==> src/rtl/dvp_rgb565_capture.sv <==
// DVP camera capture: pairs bytes into RGB565 pixels, drops
// settling frames and flags line/frame geometry errors.
module dvp_rgb565_capture #(
  parameter int H_ACTIVE    = 640,
  parameter int V_ACTIVE    = 480,
  parameter int SKIP_FRAMES = 10
) (
  input  logic        clk,
  input  logic        rst,
  input  logic        cam_vsync,
  input  logic        cam_href,
  input  logic [7:0]  cam_data,
  output logic [15:0] rgb565,
  output logic        pix_valid,
  output logic [10:0] x_cnt,
  output logic [10:0] y_cnt,
  output logic        frame_start,
  output logic        line_err,
  output logic        frame_err,
  output logic        capturing
);

  localparam logic [10:0] H_N  = 11'(H_ACTIVE);
  localparam logic [10:0] V_N  = 11'(V_ACTIVE);
  localparam logic [7:0]  S_N  = 8'(SKIP_FRAMES);
  localparam logic [10:0] CMAX = 11'h7ff;

  typedef enum logic [1:0] {
    WAIT_VS,
    SKIP,
    ACTIVE
  } state_t;

  state_t      state;
  state_t      state_nx;
  logic [7:0]  skip_cnt;
  logic [7:0]  skip_nx;

  logic        vs_r;
  logic        vs_r2;
  logic        hr_r;
  logic        hr_r2;
  logic [7:0]  d_r;

  logic        vs_rise;
  logic        hr_fall;
  logic        active;
  logic        pair;
  logic        phase;
  logic        first_fr;
  logic [7:0]  hi_byte;

  logic        pend_v;
  logic [15:0] pend_d;
  logic [10:0] pend_x;
  logic [10:0] pend_y;

  logic [10:0] col;
  logic [10:0] row;
  logic [10:0] row_done;

  assign vs_rise   = vs_r & ~vs_r2;
  assign hr_fall   = ~hr_r & hr_r2;
  assign active    = (state == ACTIVE);
  assign capturing = active;

  // A pair completing on a frame boundary is dropped with the phase.
  assign pair = active & hr_r & phase & ~vs_rise;

  // Line closing on the same edge as vsync is counted before the check.
  assign row_done = (hr_fall && row != CMAX) ? row + 11'd1 : row;

  always_ff @(posedge clk or posedge rst) begin
    if (rst) begin
      state    <= WAIT_VS;
      skip_cnt <= '0;
    end else begin
      state    <= state_nx;
      skip_cnt <= skip_nx;
    end
  end

  always_comb begin
    state_nx = state;
    skip_nx  = skip_cnt;
    unique case (state)
      WAIT_VS: begin
        if (vs_rise) begin
          state_nx = (S_N == 8'd0) ? ACTIVE : SKIP;
        end
      end
      SKIP: begin
        if (vs_rise) begin
          if (skip_cnt + 8'd1 >= S_N) begin
            state_nx = ACTIVE;
            skip_nx  = '0;
          end else begin
            skip_nx = skip_cnt + 8'd1;
          end
        end
      end
      ACTIVE: begin
        state_nx = ACTIVE;
      end
      default: begin
        state_nx = WAIT_VS;
      end
    endcase
  end

  always_ff @(posedge clk or posedge rst) begin
    if (rst) begin
      vs_r     <= 1'b0;
      vs_r2    <= 1'b0;
      hr_r     <= 1'b0;
      hr_r2    <= 1'b0;
      d_r      <= '0;
      phase    <= 1'b0;
      hi_byte  <= '0;
      first_fr <= 1'b0;
      pend_v   <= 1'b0;
      pend_d   <= '0;
      pend_x   <= '0;
      pend_y   <= '0;
      col      <= '0;
      row      <= '0;
    end else begin
      vs_r  <= cam_vsync;
      vs_r2 <= vs_r;
      hr_r  <= cam_href;
      hr_r2 <= hr_r;
      d_r   <= cam_data;

      if (vs_rise || hr_fall) begin
        phase <= 1'b0;
      end else if (active && hr_r) begin
        phase <= ~phase;
      end

      if (active && hr_r && !phase) begin
        hi_byte <= d_r;
      end

      if (state != ACTIVE && state_nx == ACTIVE) begin
        first_fr <= 1'b1;
      end else if (active && vs_rise) begin
        first_fr <= 1'b0;
      end

      pend_v <= pair;
      if (pair) begin
        pend_d <= {hi_byte, d_r};
        pend_x <= col;
        pend_y <= row;
      end

      if (vs_rise || hr_fall) begin
        col <= '0;
      end else if (pair && col != CMAX) begin
        col <= col + 11'd1;
      end

      if (vs_rise) begin
        row <= '0;
      end else if (hr_fall && row != CMAX) begin
        row <= row + 11'd1;
      end
    end
  end

  always_ff @(posedge clk or posedge rst) begin
    if (rst) begin
      rgb565      <= '0;
      pix_valid   <= 1'b0;
      x_cnt       <= '0;
      y_cnt       <= '0;
      frame_start <= 1'b0;
      line_err    <= 1'b0;
      frame_err   <= 1'b0;
    end else begin
      pix_valid <= pend_v;
      if (pend_v) begin
        rgb565 <= pend_d;
        x_cnt  <= pend_x;
        y_cnt  <= pend_y;
      end else begin
        if (active && hr_fall) begin
          x_cnt <= '0;
        end
        if (active && vs_rise) begin
          y_cnt <= '0;
        end
      end

      line_err    <= active & hr_fall &
                     ((col != H_N) | phase);
      frame_start <= active & vs_rise;
      frame_err   <= active & vs_rise & ~first_fr &
                     (row_done != V_N);
    end
  end

endmodule
==> config.mk <==
export PLATFORM = sky130hd
export DESIGN_NAME = dvp_rgb565_capture
export DESIGN_NICKNAME = d
export VERILOG_FILES = /design/src/rtl/dvp_rgb565_capture.sv
export SDC_FILE = /design/constraint.sdc
export NUM_CORES = 1
export LEC_CHECK = 0
export CAP_MARGIN = 20
export CELL_PAD_IN_SITES_DETAIL_PLACEMENT = 1
export CELL_PAD_IN_SITES_GLOBAL_PLACEMENT = 1
export CORE_MARGIN = 5
export CORE_UTILIZATION = 40
export CTS_BUF_LIST = sky130_fd_sc_hd__clkbuf_8 sky130_fd_sc_hd__clkbuf_16
export DETAILED_ROUTE_END_ITERATION = 6
export PLACE_DENSITY = 0.72
export SETUP_SLACK_MARGIN = 0.2
export SKIP_CTS_REPAIR_TIMING = 1
export SLEW_MARGIN = 30
export SYNTH_ARGS = -nofsm -noshare
export SYNTH_HDL_FRONTEND = slang
export SYNTH_SLANG_ARGS = --single-unit
==> constraint.sdc <==
create_clock -name clk -period 6.4 [get_ports clk]
set_clock_uncertainty 0.15 [all_clocks]
set_input_delay 0.96 -clock clk [delete_from_list [all_inputs] [get_ports clk]]
set_output_delay 0.96 -clock clk [all_outputs]
set_load 0.05 [all_outputs]
==> results of run 1 <==
## worst register-to-register path, stage by stage (launching register included)
cell and delay [ns]:
dfrtp_1 0.38, nand2b_4 0.16, clkinv_2 0.10, nand4_2 0.10, buf_4 0.45, clkinv_2 0.58, a41oi_1 0.41, nor2_1 0.07
## where the power goes
group	internal [mW]	total (mW)	leakage (nW)	switching, mW
Clock	0.614	0.970	0.301	0.357
Combinational	0.0549	0.128	1.06	0.0729
Sequential	0.891	0.928	1.84	0.0370
Total	1.56	2.03	3.20	0.467
## layer usage
| metal | wire length (um) | up-vias | global-route usage, % |
|---|---|---|---|
| met5 | 0 | - | 0 |
| met4 | 245 | 0 | 6.37 |
| met3 | 455 | 22 | 4.67 |
| met2 | 5990 | 63 | 26.6 |
| met1 | 5580 | 1910 | 21.4 |
| li1 | - | 1795 | - |
## final cells by class
| class | count | area [um2] |
|---|---|---|
| clock buffer | 21 | 480 |
| clock inverter | 11 | 121 |
| fill | 1427 | 6560 |
| inverter | 11 | 48.8 |
| multi-input combinational | 333 | 1930 |
| sequential | 135 | 3380 |
| tap | 176 | 220 |
| timing repair buffer | 56 | 556 |
## layout by cell type (no fill, tap or decap), types with 3 or more instances in the layout
cell,instances
a21oi_1,3
a22o_1,11
a31oi_1,3
and2_1,5
clkbuf_16,17
clkbuf_8,4
clkdlybuf4s50_1,54
clkinv_2,5
clkinv_4,3
dfrtp_1,134
ha_1,5
inv_1,9
mux2_2,24
nand2_1,148
nand2b_1,4
nand3_1,10
nor2_1,29
nor3_1,4
nor4_1,4
o21ai_0,20
o31ai_1,3
xnor2_1,9
xor2_1,9
## kinds of logic after synthesis
group | after synthesis | share of synthesized area, %
xor+xnor | 18 | 2.91
mux | 26 | 5.35
simple gates | 230 | 19.1
flops | 135 | 62.3
fa+ha+maj | 5 | 1.15
buf+inv | 30 | 2.26
compound gates | 54 | 7.01
## path summary, 6_finish.rpt
path                                  endpoint  cells after the start
min in group asynchronous   line_err$_DFF_PP0_                      2
max                                  capturing                      3
min reg2reg                    vs_r2$_DFF_PP0_                      0
max in group asynchronous     pend_v$_DFF_PP0_                      3
min                            vs_r2$_DFF_PP0_                      0
max reg2reg                col[10]$_DFFE_PP0P_                      7
## metrics by stage
stage	utilization (%)	worst slack, ns
5_1_grt	50.7	3.31
4_1_cts	50.7	3.37
6_report	50.7	3.40
3_3_place_gp	46.1	3.27
3_5_place_dp	46.1	3.24
2_1_floorplan	-	1.68
## sequential cells by signal, indices dropped and copies added, names as in the netlist, 2 cells and up
| register | cells |
|---|---|
| pend_y | 11 |
| skip_cnt | 8 |
| d_r | 8 |
| pend_d | 16 |
| col | 11 |
| rgb565 | 16 |
| state | 2 |
| hi_byte | 8 |
| row | 11 |
| x_cnt | 11 |
| pend_x | 11 |
| y_cnt | 11 |
==> impl_results.md, run 1 <==
- Status: finished clean
- CTS Buf Count: 17
- Top delay family on crit path: buffers and inverters
- Fin crit period: 3.00 ns
- Arrival @ worst endpoint: 1.89 ns
- CTS clk-pin slew, worst paths: roughly 0.05 ns
- Crit-path cells: nand2b_4, clkinv_2, clkdlybuf4s50_1
- Latest clock arrival within the worst-skew pair: 0.42 ns
- Synth Instances: 498
- Drt pass-1 iters: 4
- GPL Wtd Cong: 0.832
- Synth cell types: 53
- Most used DFF post-synth: dfrtp_1
- Slowest-stage cell, CP: clkdlybuf4s50_1
- Mapped Area: 5430 um2
- Syn. warnings: 0
- Synth Net Count: between 500 and 600
- Finished Cell Area: 6740 um2
- Die outline area: 16,000 um2
- Unrepaired setup endpoints after global routing: no
- Peak Freq: around 330 MHz
- Fin. max-slew vios: 0
- Total gr overflow: 0
- Initial Util: around two fifths
- CTS sink cnt: 135
- Gr usage total: roughly 17%
- CTS root buf: clkbuf_16
- PwrDens: 301 nW/um2
- Commonest cells in the netlist: nand2_1, dfrtp_1, nor2_1
- P&R area growth vs syn: 24.2%
- Peak supply drop: 0.000188 V
- Final setup fails: 0
- Worst Path Required: about 5.3 ns
- Die height: about 130 um
- Hold Crit Start: vs_r$_DFF_PP0_
- Max Root-Sink Buffers: 2
- Initial DRC Count: 198
- Initial antenna violation count: 0
- Worst relative slew slack: 40.9%
- R2R Path Start: state[0]$_DFF_PP0_
- Inserted Diodes: 0
- #FFs+latches synth: 135
- # IOs: between 50 and 60
- CP Max Fanout: 5
- CP startpoint: state[0]$_DFF_PP0_
- Critical Path End Type: output pin
- MaxCap Viol Count: 0
- Setup TNS: 0 ns
- R2R setup slack: 3.89 ns
- Final WL: 12,300 um
- Hpwl dp: 7940 um
- Async SR Flop Fraction: 100%
- Post-synth top area share: 62.3%
- Final ANT Viol Nets: 0
- Core area: 13,300 um2
- CTS tree: yes
- WP buf/inv: 2
- Largest net degree at the start of global routing: 79
- First-pass GRT wire length: 21,300 um
- Final Total Pwr: around 2.0 mW
- Placed Area: 6130 um2
- Startpoint Class: flop
- PortBufs: 54
- Max incr delay on CP: between 0.8 and 0.9 ns
- Wire per inst: 16.5 um
- Final Hold Fails: 0
- Tcrit/Tclk final: 46.8%
- Post-Place Cells: 711
- Slew @ Worst Pin: 0.884 ns
- Worst hold path class: reg -> reg
- Setup CP Type: reg -> out
- Post-synth EDFFs: 0
- H-Tree Depth: 4
- Area leader, netlist: dfrtp_1
- Row count: 42
- Final #Nets: 571
- Non-filler cells, final: 743
- Worst hold slack: 0.259 ns
- Vias/cell: slightly above 5
- Largest cells by area after synthesis: dfrtp_1, nand2_1, mux2_2
- Leakage: 3.20 nW
- Vias: 3,790
- Cell with the most instances after synthesis: nand2_1
- Layout cells sized above 1: between 10% and 20%
- DRC: 0
- Width of the die: between 100 and 150 um
- Sequential share of the synthesized area: slightly above 60%
- Vias in the first global route: 4,127
- Syn Area/Cell: between 10 and 15 um2
Note: power is estimated with default switching activity, not from simulation.
==> inputs of run 2 (changes only) <==
- clock period: 6.4 -> 2.87 ns (I/O delays scaled with it)
==> run 2 against run 1 <==
Against the previous run:
- via count decreased by 0.63%
- sequential share of layout area is essentially flat
- final area about the same
- combinational power up 120%
- total power up 110%
- global-route usage shrank 0.38 points
- critical endpoint unchanged
- largest cell class unchanged
==> impl_results.md, run 2 (same netlist as run 1, synthesis figures left out) <==
- Status: finished clean
- Tcrit/Tclk final: 85.7%
- Most common cell after layout, fill and taps aside: nand2_1
- Fin. max-slew vios: 0
- Final WL: approximately 12,000 um
- Gr usage total: between 10% and 20%
- WHS Path Cells: 0
- Wire per inst: between 15 and 20 um
- DRC: 0
- Die height: 126 um
- Worst relative slew slack: 48.2%
- Fin crit period: 2.46 ns
- Inserted Diodes: 0
- Row count: between 40 and 50
- Peak supply drop: 0.000610 V
- Vias/cell: 5.04
- Hold Crit Start: vs_r$_DFF_PP0_
- Initial antenna violation count: 0
- Initial Util: between 40% and 50%
- Latest clock arrival within the worst-skew pair: 0.42 ns
- Commonest non-fill, non-tap cells in the layout: nand2_1, dfrtp_1, clkdlybuf4s50_1
- Max Root-Sink Buffers: 2
- P&R area growth vs syn: 24.2%
- Critical Path End Type: output pin
- Initial DRC Count: around 230
- Worst hold slack: 0.241 ns
- Reg-to-reg endpoint: frame_err$_DFF_PP0_
- Slew @ Worst Pin: 0.778 ns
- Setup TNS: 0 ns
- Width of the die: around 130 um
- Hold path endpoint: vs_r2$_DFF_PP0_
- PwrDens: 643 nW/um2
- Die outline area: 16,000 um2
- Drt pass-1 iters: 4
- First-pass GRT wire length: 20,700 um
- # IOs: 55
- Worst hold path class: reg -> reg
- R2R cell count: 6
- Unrepaired setup endpoints after global routing: no
- Total gr overflow: 0
- Leakage: 3.22 nW
- R2R setup slack: between 0.6 and 0.7 ns
- PortBufs: 54
- Setup CP Type: reg -> out
- CTS sink cnt: 135
- MaxCap Viol Count: 0
- Core area: 13,300 um2
- Vias in the first global route: 4,099
- Hpwl dp: 7760 um
- Final Hold Fails: 0
- R2R Path Start: row[0]$_DFF_PP0_
- Post-route core utilization: 50.7%
- Peak Freq: 406 MHz
- CTS Buf Count: 17
- Arrival @ worst endpoint: 1.88 ns
- Layout cells sized above 1: 11.6%
- Final setup fails: 0
- Startpoint Class: flop
- CTS root buf: clkbuf_16
- H-Tree Depth: 4
- Vias: ~3.8k
- Biggest regs: pend_d x16, rgb565 x16
- Final ANT Viol Nets: 0
- CTS tree: yes
- Largest net degree at the start of global routing: between 100 and 150
- Final #Nets: 576
- GPL Wtd Cong: 0.817
- CTS clk-pin slew, worst paths: 0.05 ns
- Worst Path Required: 2.29 ns
- CP Max Fanout: 5
run 2: cell count changes in the layout (fill, tap and decap cells not counted), sizes merged:
cell,change
buf,+5
clkinv,-4
bufinv,-2
inv,+2
clkbuf,+3
run 2: layer usage:
layer	part of all wire, %	up-vias	track usage, %	routed length [um]
li1	-	1800	-	-
met1	47	1900	20.9	5610
met2	48	55	26.0	5800
met3	4.3	11	6.01	513
met4	0.92	0	4.16	111
met5	0	-	0	0
run 2: report_power, final:
| group | switching [mW] | internal (mW) |
|---|---|---|
| Clock | 0.740 | 1.24 |
| Sequential | 0.0810 | 1.99 |
| Combinational | 0.160 | 0.125 |
| Total | 0.981 | 3.35 |
run 2: worst max-delay path, cell delays in order, from the launching register on:
cell and delay [ns]:
dfrtp_1 0.40, nand2b_4 0.16, clkinv_2 0.08, clkdlybuf4s50_1 0.82
run 2: how the worst max path moves through the flow:
stage	to	slack (ns)	startpoint	cells after the start
2_1_floorplan	col[0]$_DFFE_PP0P_	0.61	rst	1
3_3_place_gp	frame_err$_DFF_PP0_	0.78	row[0]$_DFF_PP0_	6
3_5_place_dp	frame_err$_DFF_PP0_	0.67	row[0]$_DFF_PP0_	6
4_1_cts	capturing	0.38	state[0]$_DFF_PP0_	3
5_1_grt	capturing	0.34	state[0]$_DFF_PP0_	3
6_report	capturing	0.41	state[0]$_DFF_PP0_	3
run 2: area by class of cell:
type,instances,area (um2)
clock buffer,24,522
clock inverter,7,28.8
fill,1434,6560
inverter,11,46.3
multi-input combinational,333,1930
sequential,135,3380
tap,176,220
timing repair buffer,61,618
run 2: through the flow:
step	std cells	total power, mW	cell area (um2)	worst slack, ns
2_1_floorplan	498	2.29	5430	0.610
3_3_place_gp	716	2.36	6190	0.779
3_5_place_dp	716	2.39	6190	0.672
4_1_cts	747	4.39	6740	0.376
5_1_grt	747	4.54	6740	0.336
6_report	747	4.33	6740	0.410
